===== src/rtl/lamp_tay_mul_arbiter.sv =====
// lamp_tay_mul_arbiter
// Shares one Taylor-stage multiplier (lampFPU_TAY_mul, 1-cycle latency) among
// NUM_REQ requesters of the bfloat16 exponential datapath. Eligible requesters
// are granted one per cycle. The granted operands are registered into the
// multiplier, and the ownership tag travels alongside the operation. Each
// result lands in a single-entry response buffer per requester.
//
// Handshakes: a request transfers when req_valid_i[i] & req_ready_o[i]; the
// requester holds valid and operands stable until then. A response transfers
// when resp_valid_o[i] & resp_ready_i[i]; the buffer holds its data until then.
//
// Ports:
//   clk, rst          clock; synchronous active-high reset
//   req_valid_i/ready_o  per-requester request handshake (ready one-hot or 0)
//   req_op1_i/op2_i   packed operands, requester i at [i*OP_W +: OP_W]
//   resp_valid_o/ready_i per-requester response handshake
//   resp_data_o       buffered results, requester i at [i*RES_W +: RES_W]
//   mul_do_o, mul_op1_o, mul_op2_o  issue to multiplier
//   mul_valid_i, mul_res_i          multiplier result
//   err_o             sticky: mul_valid_i disagreed with the expected slot
//
// Build option: define LAMP_TAY_ARB_FIXED_PRIO_EN for fixed priority (lowest
// index wins, no round-robin pointer); default build is round-robin.
module lamp_tay_mul_arbiter #(
    parameter int NUM_REQ = 3,
    parameter int OP_W    = 25,
    parameter int RES_W   = 24
) (
    input  logic                     clk,
    input  logic                     rst,
    input  logic [NUM_REQ-1:0]       req_valid_i,
    output logic [NUM_REQ-1:0]       req_ready_o,
    input  logic [NUM_REQ*OP_W-1:0]  req_op1_i,
    input  logic [NUM_REQ*OP_W-1:0]  req_op2_i,
    output logic [NUM_REQ-1:0]       resp_valid_o,
    input  logic [NUM_REQ-1:0]       resp_ready_i,
    output logic [NUM_REQ*RES_W-1:0] resp_data_o,
    output logic                     mul_do_o,
    output logic [OP_W-1:0]          mul_op1_o,
    output logic [OP_W-1:0]          mul_op2_o,
    input  logic                     mul_valid_i,
    input  logic [RES_W-1:0]         mul_res_i,
    output logic                     err_o
);

    localparam int TAG_W = (NUM_REQ > 1) ? $clog2(NUM_REQ) : 1;

    logic [NUM_REQ-1:0]       pend_q, pend_d;
    logic [NUM_REQ-1:0]       resp_vld_q, resp_vld_d;
    logic [NUM_REQ*RES_W-1:0] buf_q, buf_d;
    logic                     s1_vld_q, s1_vld_d;
    logic [TAG_W-1:0]         s1_tag_q, s1_tag_d;
    logic [OP_W-1:0]          op1_q, op1_d;
    logic [OP_W-1:0]          op2_q, op2_d;
    logic                     s2_vld_q, s2_vld_d;
    logic [TAG_W-1:0]         s2_tag_q, s2_tag_d;
    logic                     err_q, err_d;
    // High only in the first cycle after reset: a result still draining out
    // of the multiplier from before reset is dropped without flagging.
    logic                     post_rst_q, post_rst_d;

    logic [NUM_REQ-1:0]       elig;
    logic [NUM_REQ-1:0]       grant;
    logic [NUM_REQ-1:0]       resp_hs;
    logic                     grant_any;
    logic [TAG_W-1:0]         grant_idx;
    logic                     wb_en;

`ifndef LAMP_TAY_ARB_FIXED_PRIO_EN
    logic [TAG_W-1:0]         rr_ptr_q, rr_ptr_d;
    logic [TAG_W:0]           cand;
`endif

    // Arbiter. Both variants scan from lowest to highest priority, so the
    // last hit (the highest priority) wins.
    always_comb begin
        elig      = req_valid_i & ~pend_q;
        grant_any = 1'b0;
        grant_idx = '0;
`ifdef LAMP_TAY_ARB_FIXED_PRIO_EN
        for (int k = NUM_REQ - 1; k >= 0; k--) begin
            if (elig[k]) begin
                grant_any = 1'b1;
                grant_idx = TAG_W'(k);
            end
        end
`else
        cand = '0;
        for (int k = NUM_REQ - 1; k >= 0; k--) begin
            cand = {1'b0, rr_ptr_q} + (TAG_W+1)'(k);
            if (cand >= (TAG_W+1)'(NUM_REQ)) begin
                cand = cand - (TAG_W+1)'(NUM_REQ);
            end
            if (elig[cand[TAG_W-1:0]]) begin
                grant_any = 1'b1;
                grant_idx = cand[TAG_W-1:0];
            end
        end
`endif
        grant = '0;
        if (grant_any) begin
            grant[grant_idx] = 1'b1;
        end
    end

    always_comb begin
        resp_hs    = resp_vld_q & resp_ready_i;
        // A grant and a handshake never hit the same requester: a granted
        // requester was not pending, so its buffer was empty.
        pend_d     = (pend_q & ~resp_hs) | grant;
        resp_vld_d = resp_vld_q & ~resp_hs;
        buf_d      = buf_q;

        s1_vld_d   = grant_any;
        s1_tag_d   = s1_tag_q;
        op1_d      = op1_q;
        op2_d      = op2_q;
        if (grant_any) begin
            s1_tag_d = grant_idx;
            op1_d    = req_op1_i[int'(grant_idx)*OP_W +: OP_W];
            op2_d    = req_op2_i[int'(grant_idx)*OP_W +: OP_W];
        end

        s2_vld_d   = s1_vld_q;
        s2_tag_d   = s1_tag_q;

        // A spurious mul_valid_i (no operation in the slot) writes nothing.
        wb_en = s2_vld_q & mul_valid_i;
        if (wb_en) begin
            buf_d[int'(s2_tag_q)*RES_W +: RES_W] = mul_res_i;
            resp_vld_d[s2_tag_q]                 = 1'b1;
        end

        err_d      = err_q | (~post_rst_q & (mul_valid_i ^ s2_vld_q));
        post_rst_d = 1'b0;

`ifndef LAMP_TAY_ARB_FIXED_PRIO_EN
        rr_ptr_d = rr_ptr_q;
        if (grant_any) begin
            rr_ptr_d = (grant_idx == TAG_W'(NUM_REQ - 1)) ? '0 : grant_idx + 1'b1;
        end
`endif
    end

    always_ff @(posedge clk) begin
        if (rst) begin
            pend_q     <= '0;
            resp_vld_q <= '0;
            buf_q      <= '0;
            s1_vld_q   <= 1'b0;
            s1_tag_q   <= '0;
            op1_q      <= '0;
            op2_q      <= '0;
            s2_vld_q   <= 1'b0;
            s2_tag_q   <= '0;
            err_q      <= 1'b0;
            post_rst_q <= 1'b1;
`ifndef LAMP_TAY_ARB_FIXED_PRIO_EN
            rr_ptr_q   <= '0;
`endif
        end else begin
            pend_q     <= pend_d;
            resp_vld_q <= resp_vld_d;
            buf_q      <= buf_d;
            s1_vld_q   <= s1_vld_d;
            s1_tag_q   <= s1_tag_d;
            op1_q      <= op1_d;
            op2_q      <= op2_d;
            s2_vld_q   <= s2_vld_d;
            s2_tag_q   <= s2_tag_d;
            err_q      <= err_d;
            post_rst_q <= post_rst_d;
`ifndef LAMP_TAY_ARB_FIXED_PRIO_EN
            rr_ptr_q   <= rr_ptr_d;
`endif
        end
    end

    assign req_ready_o  = grant;
    assign resp_valid_o = resp_vld_q;
    assign resp_data_o  = buf_q;
    assign mul_do_o     = s1_vld_q;
    assign mul_op1_o    = op1_q;
    assign mul_op2_o    = op2_q;
    assign err_o        = err_q;

endmodule


===== config.mk =====
export PLATFORM = sky130hd
export DESIGN_NAME = lamp_tay_mul_arbiter
export DESIGN_NICKNAME = d
export VERILOG_FILES = /design/src/rtl/lamp_tay_mul_arbiter.sv
export SDC_FILE = /design/constraint.sdc
export NUM_CORES = 1
export LEC_CHECK = 0
export CORE_MARGIN = 10
export CORE_UTILIZATION = 45
export CTS_CLUSTER_DIAMETER = 80
export CTS_CLUSTER_SIZE = 16
export DETAILED_ROUTE_END_ITERATION = 10
export PLACE_DENSITY_LB_ADDON = 0.1
export SLEW_MARGIN = 20
export SYNTH_ARGS = -nofsm -noshare
export SYNTH_HDL_FRONTEND = slang
export SYNTH_SLANG_ARGS = --single-unit

===== constraint.sdc =====
create_clock -name clk -period 3.55 [get_ports clk]
set_input_delay 0.355 -clock clk [delete_from_list [all_inputs] [get_ports clk]]
set_output_delay 0.355 -clock clk [all_outputs]
set_load 0.01 [all_outputs]

==> results.py, run 1 <==
metrics = {
    "status": {
        "status": "finished, final reports clean",
    },
    "floorplan": {
        "dieArea_um2": 20120,
        "die_w_um": 141.8,
        "fp.dieH_um": 141.8,
        "num_io_pins": 313,
        "start_util": 0.4596,
        "rows": 44,
        "fp.coreArea_um2": 14530,
    },
    "finish": {
        "drive_gt1_frac": 0.07310,
        "multi_input_comb_area_um2": 3443,
        "fill_cells": 1182,
        "seqCellArea_um2": 2763,
        "area_growth_syn_to_layout_pct": 56.57,
        "nets": 1246,
    },
    "synthesis": {
        "yosysWarnings": 0,
        "synthesis.area_um2": 6680,
        "syn_nets": 978,
        "synth_top_area_frac": 0.4136,
        "synth_area_per_cell_um2": 8.499,
        "synth_cell_types": 49,
        "synth_flop_cell": "dfxtp_1",
        "ys_seq_elements": 138,
        "syn_inst": 786,
        "synth_area_leaders": "dfxtp_1, a22oi_1, a21oi_1",
        "ys_seq_area_frac": 0.4136,
        "synth_area_leader_cell": "dfxtp_1",
        "synth_edf_count": 0,
        "synthArstFlopShare": 0,
    },
    "power_and_ir_drop": {
        "power_leakage_nw": 3.772,
        "p_per_area_nw_per_um2": 650.3,
        "ir_drop_uv": 613.5,
        "total_power_mw": 6.802,
    },
    "sta": {
        "tightestPinTransition_ps": 900.1,
        "clock_skew_ps": 6.107,
        "setup_viol": 0,
        "period_share": 0.8947,
        "drv_slew": 0,
        "slew_headroom": 0.3985,
        "rsz0062_at_grt": "no",
        "final_hold_viol_count": 0,
        "tns_ps": 0,
        "fin_crit_ps": 3176,
        "timing.fmax_ghz": 0.3148,
    },
    "route": {
        "met2_length_mm": 13.27,
        "ant_nets": 0,
        "wl_mm": 26.96,
        "num_vias": 7310,
        "wl_met1_mm": 9.917,
        "top_layer_used": "met4",
        "drc": 0,
        "routedWlPerCell_um": 21.51,
        "firstDrtPassIters": 5,
        "avgViaCountPerCell": 5.834,
        "route.met3.wl_mm": 2.677,
        "drt_iter0_markers": 671,
    },
    "global_route": {
        "grt_pass1_vias": 7284,
        "grt_pass1_wl_mm": 40.50,
        "grt_overflow": 0,
        "grtUsageTotal": 0.2538,
        "antenna_found_initial": 2,
        "grt_max_degree": 59,
    },
    "clock_tree": {
        "cts-htree-levels": 4,
        "cts.sinks": 138,
        "cts_root_buf": "clkbuf_16",
        "cts_setup_buffers": 0,
        "hold_buffers": 0,
        "cts_tree": "yes",
        "clk_latency_ps": 420,
        "cts_buffer_depth": 2,
        "clk_pin_slew_worst_paths_ps": 60,
        "numCtsBuffers": 17,
        "cts_resized": 0,
    },
    "run": {
        "maxCapViolCount": 0,
    },
    "setup_path": {
        "cp_max_fo": 28,
        "worst-setup-path-type": "reg2out",
        "end_kind": "primary output",
        "critical_path_arrival_ps": 2820,
        "critical_path.startpoint_type": "flip-flop",
        "worstPathRequired_ps": 3190,
    },
    "placement": {
        "portBuffers": 312,
        "place_congestion": 0.9015,
        "dp_hpwl_mm": 19.70,
    },
    "hold_path": {
        "hold_path_class": "in2reg",
    },
}
-- layout make-up --
cell class / count / area share
diodes: 2 / 0.0004785
clock buffers: 18 / 0.04199
clock inverters: 14 / 0.01723
inverters: 34 / 0.01220
multi-input cells: 531 / 0.3292
flip-flops and latches: 138 / 0.2641
well taps: 184 / 0.02201
repair buffers: 332 / 0.3127
-- routing by layer --
metal | up-vias | track usage
met5 | - | 0
met4 | 0 | 0.1243
met3 | 59 | 0.1028
met2 | 352 | 0.4246
met1 | 3408 | 0.2719
li1 | 3491 | -
-- per-stage QoR --
| step | hold WS [ps] | worst slack, ps | cell area (um2) | util | std cells |
|---|---|---|---|---|---|
| 2_1_floorplan | 382.7 | 1410 | 6680 | - | 786 |
| 3_3_place_gp | 440.8 | 793.5 | 9829 | 0.6763 | 1219 |
| 3_5_place_dp | 450.0 | 745.2 | 9829 | 0.6763 | 1219 |
| 4_1_cts | 373.0 | 358.3 | 10450 | 0.7189 | 1251 |
| 5_1_grt | 400.5 | 202.3 | 10460 | 0.7194 | 1252 |
| 6_report | 390.7 | 373.7 | 10460 | 0.7196 | 1253 |
-- worst max-delay path: stages (launching register included) --
cell	delay (ps)
dfxtp_1	340
inv_1	50
ha_1	360
and2_1	220
o21ai_1	220
o211ai_4	160
inv_2	400
clkdlybuf4s50_1	640
-- layout by cell type, fill, tap and decap left out, drive strengths merged, types with 2 or more instances in the layout --
master,n
nor2,76
nor2b,27
diode,2
o311ai,22
nor4,8
o21ai,24
a22o,8
nand2b,7
nand2,44
clkdlybuf4s50,311
o211ai,23
mux2,10
clkinvlp,2
a221oi,8
and2b,2
and2,3
a22oi,91
nor3,3
nand3,31
clkinv,2
ha,9
bufinv,3
clkbuf,18
buf,21
a21oi,59
nand3b,12
dfxtp,138
inv,41
a311oi,28
a32oi,23
-- power breakdown --
group / switching, mW / total, mW / internal [mW]
clock network: 0.728 / 1.87 / 1.14
registers: 0.149 / 1.99 / 1.84
logic: 1.66 / 2.94 / 1.29
total: 2.53 / 6.80 / 4.27
-- path summary, 6_finish.rpt --
path | endpoint | slack, ps | depth (start not counted) | from
setup reg to reg | mul_op2_o[20] | 880 | 9 | rr_ptr_q[0]
hold reg to reg | s2_tag_q[1] | 460 | 1 | s1_tag_q[1]
hold / removal | post_rst_q | 390 | 1 | rst
setup / recovery | req_ready_o[1] | 370 | 7 | rr_ptr_q[0]
-- Yosys cell counts (2+ instances only) --
cell type and number:
nor4_1 8, o211ai_1 22, a22oi_1 91, nor3_1 2
mux2_2 10, inv_1 31, ha_1 9, inv_2 3
nand3_1 30, o311ai_1 22, a22o_1 8, dfxtp_1 138
a32oi_1 23, nand2b_1 6, buf_1 4, a21oi_1 59
nand3b_1 12, o21ai_0 23, nor2b_1 27, buf_4 5
and2_1 2, buf_2 29, nor2_1 75, a311oi_1 28
a221oi_1 8, nand2_1 44, clkbuf_1 45
-- state kept, by name, indices dropped and copies added (netlist names) --
signal / flops
pend_q: 3
s2_tag_q: 2
resp_valid_o: 3
rr_ptr_q: 2
post_rst_q: 1
mul_do_o: 1
mul_op2_o: 25
s1_tag_q: 2
s2_vld_q: 1
mul_op1_o: 25
resp_data_o: 72
err_o: 1
-- logic make-up after synthesis --
| group | count (synthesis) | synth area share |
|---|---|---|
| and+or+nand+nor | 218 | 0.1598 |
| muxes | 10 | 0.01686 |
| DFF | 138 | 0.4136 |
| buffers and inverters | 117 | 0.07398 |
| adders and majority gates | 10 | 0.01854 |
| AOI/OAI and AO/OA | 293 | 0.3173 |
No activity file was read; power rests on OpenSTA's default activity.
==> run 2: changes to the inputs <==
--- a/config.mk
+++ b/config.mk
@@ -5,12 +5,14 @@
 export SDC_FILE = /design/constraint.sdc
 export NUM_CORES = 1
 export LEC_CHECK = 0
+export ABC_CLOCK_PERIOD_IN_PS = 3550
 export CORE_MARGIN = 10
 export CORE_UTILIZATION = 45
 export CTS_CLUSTER_DIAMETER = 80
 export CTS_CLUSTER_SIZE = 16
 export DETAILED_ROUTE_END_ITERATION = 10
 export PLACE_DENSITY_LB_ADDON = 0.1
+export SKIP_CTS_REPAIR_TIMING = 1
 export SLEW_MARGIN = 20
 export SYNTH_ARGS = -nofsm -noshare
 export SYNTH_HDL_FRONTEND = slang
==> results of run 2 <==
Same layout as run 1: the final DEF is identical, and so are final timing and power.
